[src/rtl/dom_keccak_slice_sequencer.sv]
// dom_keccak_slice_sequencer
//
// First-order masked Keccak chi-slice sequencer. It accepts one 25-bit slice
// (5 rows of 5 bits) as two Boolean shares plus fresh randomness. It feeds
// the rows, one per cycle, to an external first-order DOM 5-bit S-box, then
// collects the masked S-box results. The finished slice shares are presented
// through a valid/ready handshake.
//
// Ports:
//   clk, rst          rising-edge clock, asynchronous active-high reset
//   in_valid/in_ready input slice handshake (in_ready is high only in IDLE)
//   in_a, in_b        slice shares, row r = bits [5r+4:5r]
//   in_z              fresh randomness, row r uses bits [5r+4:5r]
//   sb_ax, sb_bx      share rows driven to the S-box (zero when not issuing)
//   sb_z              randomness row driven to the S-box (zero when not issuing)
//   sb_ay, sb_by      masked S-box results, valid SBOX_LAT cycles after issue
//   out_valid/out_ready result slice handshake
//   out_a, out_b      result shares, held stable while out_valid is high
//
// Shares A and B travel on separate register paths and are never combined
// here. Recombination happens only inside the DOM S-box.

module dom_keccak_slice_sequencer #(
    parameter int ROWS     = 5,
    parameter int SBOX_LAT = 1
) (
    input  logic                clk,
    input  logic                rst,
    input  logic                in_valid,
    output logic                in_ready,
    input  logic [ROWS*5-1:0]   in_a,
    input  logic [ROWS*5-1:0]   in_b,
    input  logic [ROWS*5-1:0]   in_z,
    output logic [4:0]          sb_ax,
    output logic [4:0]          sb_bx,
    output logic [4:0]          sb_z,
    input  logic [4:0]          sb_ay,
    input  logic [4:0]          sb_by,
    output logic                out_valid,
    input  logic                out_ready,
    output logic [ROWS*5-1:0]   out_a,
    output logic [ROWS*5-1:0]   out_b
);

    localparam int         W        = ROWS * 5;
    localparam logic [2:0] LAST_ROW = 3'(ROWS - 1);

    typedef enum logic [1:0] {
        IDLE,
        ISSUE,
        DRAIN,
        DONE
    } state_t;

    state_t state;

    // Registered copies of the accepted slice and the assembled result shares.
    logic [W-1:0] a_q;
    logic [W-1:0] b_q;
    logic [W-1:0] z_q;
    logic [W-1:0] res_a;
    logic [W-1:0] res_b;

    // Row tracking pipeline. Stage 0 describes the row currently driven on
    // the S-box inputs, and its row field doubles as the issue counter. Each
    // later stage is one cycle older, so the tail stage names the row whose
    // S-box result is valid on sb_ay/sb_by in this cycle.
    logic       trk_v   [0:SBOX_LAT];
    logic [2:0] trk_row [0:SBOX_LAT];

    logic       cap_v;
    logic [2:0] cap_row;
    logic       cap_last;

    // Extracts one 5-bit row from a slice-wide vector.
    function automatic logic [4:0] get_row(input logic [W-1:0] v, input logic [2:0] r);
        return v[int'(r) * 5 +: 5];
    endfunction

    assign cap_v    = trk_v[SBOX_LAT];
    assign cap_row  = trk_row[SBOX_LAT];
    assign cap_last = cap_v && (cap_row == LAST_ROW);

    assign out_a = res_a;
    assign out_b = res_b;

    // Sequencer: one register process covers the FSM, the row-issue
    // datapath, the tracking pipeline and result capture. All handshake and
    // S-box outputs are registers, so the S-box inputs never glitch between
    // shares. The S-box inputs are forced to zero on every cycle that does
    // not issue a row.
    always_ff @(posedge clk or posedge rst) begin
        if (rst) begin
            state     <= IDLE;
            a_q       <= '0;
            b_q       <= '0;
            z_q       <= '0;
            res_a     <= '0;
            res_b     <= '0;
            sb_ax     <= '0;
            sb_bx     <= '0;
            sb_z      <= '0;
            in_ready  <= 1'b1;
            out_valid <= 1'b0;
            for (int i = 0; i <= SBOX_LAT; i++) begin
                trk_v[i]   <= 1'b0;
                trk_row[i] <= '0;
            end
        end else begin
            // Age the tracking pipeline. Stage 0 is written by the FSM below.
            for (int i = 1; i <= SBOX_LAT; i++) begin
                trk_v[i]   <= trk_v[i-1];
                trk_row[i] <= trk_row[i-1];
            end

            // Capture the S-box result of the row that reaches the tail.
            if (cap_v) begin
                res_a[int'(cap_row) * 5 +: 5] <= sb_ay;
                res_b[int'(cap_row) * 5 +: 5] <= sb_by;
            end

            case (state)
                IDLE: begin
                    trk_v[0] <= 1'b0;
                    if (in_valid && in_ready) begin
                        // Row 0 goes out in the first cycle after the accept,
                        // so it is loaded straight from the input ports.
                        a_q        <= in_a;
                        b_q        <= in_b;
                        z_q        <= in_z;
                        sb_ax      <= in_a[4:0];
                        sb_bx      <= in_b[4:0];
                        sb_z       <= in_z[4:0];
                        trk_v[0]   <= 1'b1;
                        trk_row[0] <= '0;
                        in_ready   <= 1'b0;
                        state      <= ISSUE;
                    end
                end

                ISSUE: begin
                    if (trk_row[0] == LAST_ROW) begin
                        sb_ax    <= '0;
                        sb_bx    <= '0;
                        sb_z     <= '0;
                        trk_v[0] <= 1'b0;
                        // With a zero-latency S-box the last row is captured
                        // on this same edge, and the block skips DRAIN.
                        if (cap_last) begin
                            out_valid <= 1'b1;
                            state     <= DONE;
                        end else begin
                            state     <= DRAIN;
                        end
                    end else begin
                        sb_ax      <= get_row(a_q, trk_row[0] + 3'd1);
                        sb_bx      <= get_row(b_q, trk_row[0] + 3'd1);
                        sb_z       <= get_row(z_q, trk_row[0] + 3'd1);
                        trk_v[0]   <= 1'b1;
                        trk_row[0] <= trk_row[0] + 3'd1;
                    end
                end

                DRAIN: begin
                    trk_v[0] <= 1'b0;
                    if (cap_last) begin
                        out_valid <= 1'b1;
                        state     <= DONE;
                    end
                end

                DONE: begin
                    trk_v[0] <= 1'b0;
                    if (out_valid && out_ready) begin
                        // Wipe the share material so nothing from this slice
                        // stays in the registers after it has been handed on.
                        a_q       <= '0;
                        b_q       <= '0;
                        z_q       <= '0;
                        res_a     <= '0;
                        res_b     <= '0;
                        out_valid <= 1'b0;
                        in_ready  <= 1'b1;
                        state     <= IDLE;
                    end
                end

                default: begin
                    state <= IDLE;
                end
            endcase
        end
    end

endmodule

[config.mk]
export PLATFORM = sky130hd
export DESIGN_NAME = dom_keccak_slice_sequencer
export DESIGN_NICKNAME = d
export VERILOG_FILES = /design/src/rtl/dom_keccak_slice_sequencer.sv
export SDC_FILE = /design/constraint.sdc
export NUM_CORES = 1
export LEC_CHECK = 0
export CELL_PAD_IN_SITES_DETAIL_PLACEMENT = 0
export CELL_PAD_IN_SITES_GLOBAL_PLACEMENT = 1
export CORE_ASPECT_RATIO = 0.5
export CORE_MARGIN = 2
export CORE_UTILIZATION = 44
export DETAILED_ROUTE_END_ITERATION = 6
export DONT_BUFFER_PORTS = 1
export PLACE_DENSITY_LB_ADDON = 0.15
export SETUP_SLACK_MARGIN = 0.1
export SYNTH_ARGS = -nofsm -noshare
export SYNTH_HDL_FRONTEND = slang
export SYNTH_SLANG_ARGS = --single-unit
export TNS_END_PERCENT = 10
[constraint.sdc]
create_clock -name clk -period 4.62 [get_ports clk]
set_clock_uncertainty 0.1 [all_clocks]
set_input_delay 0.693 -clock clk [delete_from_list [all_inputs] [get_ports clk]]
set_output_delay 0.693 -clock clk [all_outputs]
set_load 0.03 [all_outputs]
==> results of run 1 <==
-- layer usage --
layer,share of wire,global-route usage,vias to the layer above
li1,-,-,2362
met1,0.46,0.296,2354
met2,0.44,0.319,136
met3,0.088,0.0771,15
met4,0.0099,0.0593,0
met5,0,0,-
-- worst max-delay path by stage --
stage | from | to | slack, ps | cells after the start
4_1_cts | trk_row[3] | sb_ax[3] | 1470 | 6
5_1_grt | trk_row[3] | sb_bx[0] | 1220 | 6
3_3_place_gp | trk_row[3] | sb_bx[4] | 1610 | 6
2_1_floorplan | rst | a_q[0] | 1910 | 1
6_report | trk_row[3] | sb_bx[0] | 1480 | 6
3_5_place_dp | trk_row[3] | sb_ax[4] | 1490 | 6
-- cell usage after synthesis, types with 4 or more instances --
cell	number	area, um2
a21oi_1	47	235
inv_1	25	93.8
buf_2	19	95.1
dfrtp_1	151	3780
o31ai_1	15	113
ha_1	11	138
nor2_1	52	195
nand3_1	23	115
mux2i_1	30	300
o21ai_1	5	25.0
o21ai_0	58	290
mux4_2	15	338
nand2_1	117	439
clkbuf_1	25	93.8
a21oi_2	4	35.0
a211oi_1	15	113
nand2b_1	62	388
-- through the flow --
step | hold slack, ps | instance area [um2] | setup slack [ps] | instances | util
floorplan | 231 | 7100 | 1910 | 710 | -
global placement | 233 | 7240 | 1610 | 874 | 0.465
detailed placement | 245 | 7240 | 1490 | 874 | 0.465
CTS | 258 | 7830 | 1470 | 906 | 0.502
global route | 268 | 7830 | 1220 | 906 | 0.502
finish | 197 | 7830 | 1480 | 906 | 0.502
-- report_power, final --
part	leakage (nW)	internal, mW	switching (mW)
combinational	1.28	0.982	1.44
clock	0.277	0.795	0.593
sequential	1.96	1.93	0.923
total	3.51	3.70	2.96
-- worst register-to-register path, delay by kind of cell (launching register included) --
kind                     cells  cell delay (ps)
AO/OA/AOI/OAI                3             1220
adder cells (fa/ha/maj)      1              700
buffers and inverters        2              400
flip-flops                   1              660
-- cell families after synthesis --
| logic type | share of synthesized area |
|---|---|
| mux | 0.0931 |
| compound gates | 0.131 |
| flops | 0.536 |
| fa+ha+maj | 0.0194 |
| buf+inv | 0.0473 |
| simple gates | 0.173 |
-- registers in the layout, summed over array words and instances (netlist names) --
name       cells
cap_row        3
out_valid      1
out_a         25
sb_ax          5
state          2
out_b         25
sb_z           5
cap_v          1
trk_v          1
a_q           25
b_q           25
sb_bx          5
in_ready       1
z_q           25
trk_row        3
-- cell type report --
cell class | count | area (um2) | share of cell area
Inverter | 25 | 97.6 | 0.0125
Multi-Input combinational cell | 482 | 2980 | 0.380
Sequential cell | 152 | 3800 | 0.486
Clock buffer | 21 | 470 | 0.0601
Clock inverter | 11 | 114 | 0.0145
Tap cell | 204 | 255 | 0.0326
Timing Repair Buffer | 11 | 108 | 0.0137
==> impl_metrics.csv, run 1 <==
group,metric,value,unit
global_route,grt_overflow,0,
setup_path,slowest_stage,"a211oi_4",
floorplan,core-area,15600,um2
cells_and_area,areaGrowthSynthToFinish,10.3,%
place,dp_hpwl,11.6,mm
setup_path,crit_arrival,3400,ps
logic_synthesis,avgSynthCellArea,9.99,um2
cells_and_area,layout_commonest_cell,"dfrtp_1",
cells_and_area,final_cell_mix,"dfrtp_1, nand2_1, nand2b_1, o21ai_0, nor2_1",
min_path,hold_class,"input port to asynchronous set/reset pin",
setup_path,r2r_start,"trk_row[3]",
clock_tree,cts_buffer_depth,2,
logic_synthesis,ys_seq_area_frac,0.536,
global_route,grt_pass1_wl,27.8,mm
power_and_ir_drop,power_density,851,nW/um2
power_and_ir_drop,ir_drop,412,uV
setup_path,setup.worst_path.class,"register to register",
timing,tightest_slew,1030,ps
setup_path,crit_chain,"buf_4, inv_1, ha_1, a211oi_4, a211oi_1, a21oi_2",
global_route,first_global_vias,4786,
clock_tree,cts.htree.levels,4,
cells_and_area,finalNetCount,789,
setup_path,r2r_slack,1480,ps
setup_path,cp-start-kind,"register",
setup_path,critPathTopFamily,"compound AO/OA/AOI/OAI gates",
logic_synthesis,syn_area,7090,um2
logic_synthesis,synth_cells,710,
clock_tree,root_buffer,"clkbuf_16",
logic_synthesis,synth_cell_type_count,41,
place,port_buffers,0,
run,maxCapViolCount,0,
logic_synthesis,ys_ff_latch,152,
timing,setup_viol,0,
floorplan,die_width,184,um
floorplan,rows,32,
route,avgRoutedWirePerCell,19.2,um
timing,fmax,318,MHz
logic_synthesis,synth_nets,810,
timing,relSlewSlack,0.311,
setup_path,crit_path_max_incr_delay,820,ps
route,viasPerCell,5.37,
route,firstDrtPassIters,4,
route,drc_errors,0,
route,drtAntennaViolNets,0,
route,drt_wl_total,17.4,mm
timing,min_period_over_period,0.680,
clock_tree,cts_buffers,17,
clock_tree,clk_pin_slew,70,ps
logic_synthesis,synth_edf_count,0,
power_and_ir_drop,finalPower,6.66,mW
place,routabilityCongestion,0.771,
timing,rsz0062_at_grt,"no",
clock_tree,insertion_delay,430,ps
power_and_ir_drop,cellLeakagePower,3.51,nW
timing,fin_tns_setup,0,ps
outcome,status,"complete, no violations",
setup_path,critical_path_buf_inv_count,2,
logic_synthesis,yosysWarnings,0,
global_route,grt_max_degree,153,
logic_synthesis,synth_async_sr_flop_share,1.00,
setup_path,crit_path_end_kind,"register",
logic_synthesis,synth_ff_type,"dfrtp_1",
cells_and_area,nFillCells,1471,
clock_tree,holdBufCountCts,0,
floorplan,num_io_pins,156,
clock_tree,ctsResizeCount,0,
global_route,antenna_found_initial,0,
clock_tree,clock-sinks,152,
setup_path,path_max_fanout,17,
setup_path,rr_worst_depth,6,
timing,final-max-slew-violation-count,0,
route,drt_iter0_drc,352,
cells_and_area,diodes,0,
floorplan,die_area,17200,um2
clock_tree,cts_setup_buffers,0,
floorplan,start_util,0.455,
global_route,grtUsageTotal,0.215,
timing,hold_viol_final,0,
setup_path,required,4870,ps
cells_and_area,layout-drive-gt1-share,0.103,
setup_path,reg2reg_to,"sb_bx[0]",
clock_tree,cts_tree,"done",
floorplan,die_h,93.8,um
timing,fin_crit,3140,ps
route,num_vias,4867,
(Power assumes the default switching activity.)
==> run 2, diff against run 1 <==
Settings changed: CORE_UTILIZATION 44 to 45.
Clock period 4.62 ns to 3.1 ns, I/O delays scaled along.
==> impl_metrics.csv, run 2 (synthesis results as in run 1) <==
group,metric,value,unit
setup_path,crit_chain,"buf_4, ha_1, or3b_1, a211oi_4, a211oi_1, a21oi_2",
place,preCtsSetupSlack,600,ps
cells_and_area,diodes,0,
global_route,grt_max_degree,79,
floorplan,die_h,92.8,um
clock_tree,cts.htree.levels,4,
place,port_buffers,0,
route,num_vias,4952,
global_route,grtUsageTotal,0.221,
floorplan,core-area,15400,um2
clock_tree,insertion_delay,420,ps
timing,tightest_slew,852,ps
floorplan,num_io_pins,156,
setup_path,rr_worst_depth,6,
clock_tree,cts_buffers,17,
route,avgRoutedWirePerCell,19.1,um
clock_tree,clock-sinks,152,
route,drtAntennaViolNets,0,
run,maxCapViolCount,0,
timing,hold_viol_final,0,
timing,rsz0062_at_grt,"no",
setup_path,setup.worst_path.class,"register to register",
cells_and_area,instances_no_fill,915,
setup_path,critical_path_buf_inv_count,1,
global_route,grt_overflow,0,
setup_path,crit_start,"trk_row[3]",
route,drt_iter0_drc,326,
floorplan,rows,32,
power_and_ir_drop,finalPower,10.1,mW
setup_path,path_max_fanout,15,
setup_path,cp.depth,6,
cells_and_area,layout_commonest_cell,"dfrtp_1",
place,dp_hpwl,12.0,mm
timing,fin_tns_setup,0,ps
min_path,worstHoldStart,"in_z[14]",
timing,fmax,397,MHz
setup_path,crit_arrival,2760,ps
timing,setup_slack,581,ps
min_path,hold_class,"input port to register",
route,drt_wl_total,17.4,mm
clock_tree,root_buffer,"clkbuf_16",
global_route,first_global_vias,4978,
setup_path,cp-start-kind,"register",
floorplan,die_width,182,um
setup_path,crit_path_end_kind,"register",
setup_path,crit_path_max_incr_delay,710,ps
place,placed_cells,882,
cells_and_area,finalNetCount,798,
outcome,status,"complete, no violations",
setup_path,critPathTopFamily,"compound AO/OA/AOI/OAI gates",
clock_tree,ctsResizeCount,0,
cells_and_area,areaGrowthSynthToFinish,11.9,%
timing,relSlewSlack,0.431,
cells_and_area,final_cell_mix,"dfrtp_1, nand2_1, nand2b_1, o21ai_0, nor2_1",
route,viasPerCell,5.41,
route,firstDrtPassIters,4,
timing,fin_crit,2520,ps
timing,min_period_over_period,0.813,
clock_tree,clk_pin_slew,60,ps
power_and_ir_drop,cellLeakagePower,3.57,nW
place,routabilityCongestion,0.759,
timing,setup_viol,0,
setup_path,slowest_stage,"a211oi_4",
power_and_ir_drop,ir_drop,519,uV
global_route,grt_pass1_wl,28.4,mm
setup_path,r2r_start,"trk_row[3]",
clock_tree,cts_tree,"done",
clock_tree,cts_buffer_depth,2,
power_and_ir_drop,power_density,1270,nW/um2
route,drc_errors,0,
min_path,hold_path_depth,2,
timing,final-max-slew-violation-count,0,
floorplan,die_area,16800,um2
global_route,antenna_found_initial,0,
cells_and_area,layout-drive-gt1-share,0.110,
floorplan,start_util,0.460,
setup_path,required,3340,ps
[run 2: final cells by class]
cell class                 count  area (um2)
timing repair buffer          20         215
fill                        1435        7480
inverter                      25        97.6
multi-input combinational    482        2980
clock inverter                12         151
clock buffer                  20         437
sequential                   152        3800
tap                          204         255
[run 2: where the power goes]
part | internal (mW) | switching [mW] | leakage [nW]
Combinational | 1.59 | 2.23 | 1.34
Clock | 1.26 | 0.823 | 0.272
Sequential | 2.87 | 1.33 | 1.96
Total | 5.72 | 4.39 | 3.57
[run 2: worst paths after layout]
kind	endpoint	slack (ps)
max	sb_bx[1]	580
min	z_q[14]	90
max reg2reg	sb_bx[1]	580
min reg2reg	cap_v	250
max in group asynchronous	out_b[11]	1590
min in group asynchronous	a_q[11]	590
[run 2: metal layers]
metal / track usage / vias to the layer above / share of wire
li1: - / 2374 / -
met1: 0.295 / 2425 / 0.45
met2: 0.338 / 145 / 0.45
met3: 0.0912 / 8 / 0.093
met4: 0.0488 / 0 / 0.0045
met5: 0 / - / 0
[run 2: what timing repair did]
item	CTS	global route
hold buffers	1	0
endpoints found under the hold margin	9	0
setup buffers	0	0
[run 2: metrics by stage]
step                      hold WS (ps)   util  cell area (um2)
after floorplan                    231      -             7100
after global placement             236  0.476             7340
after detailed placement           236  0.476             7340
after CTS                         70.3  0.515             7940
after global routing              73.5  0.515             7940
final                             87.9  0.515             7940
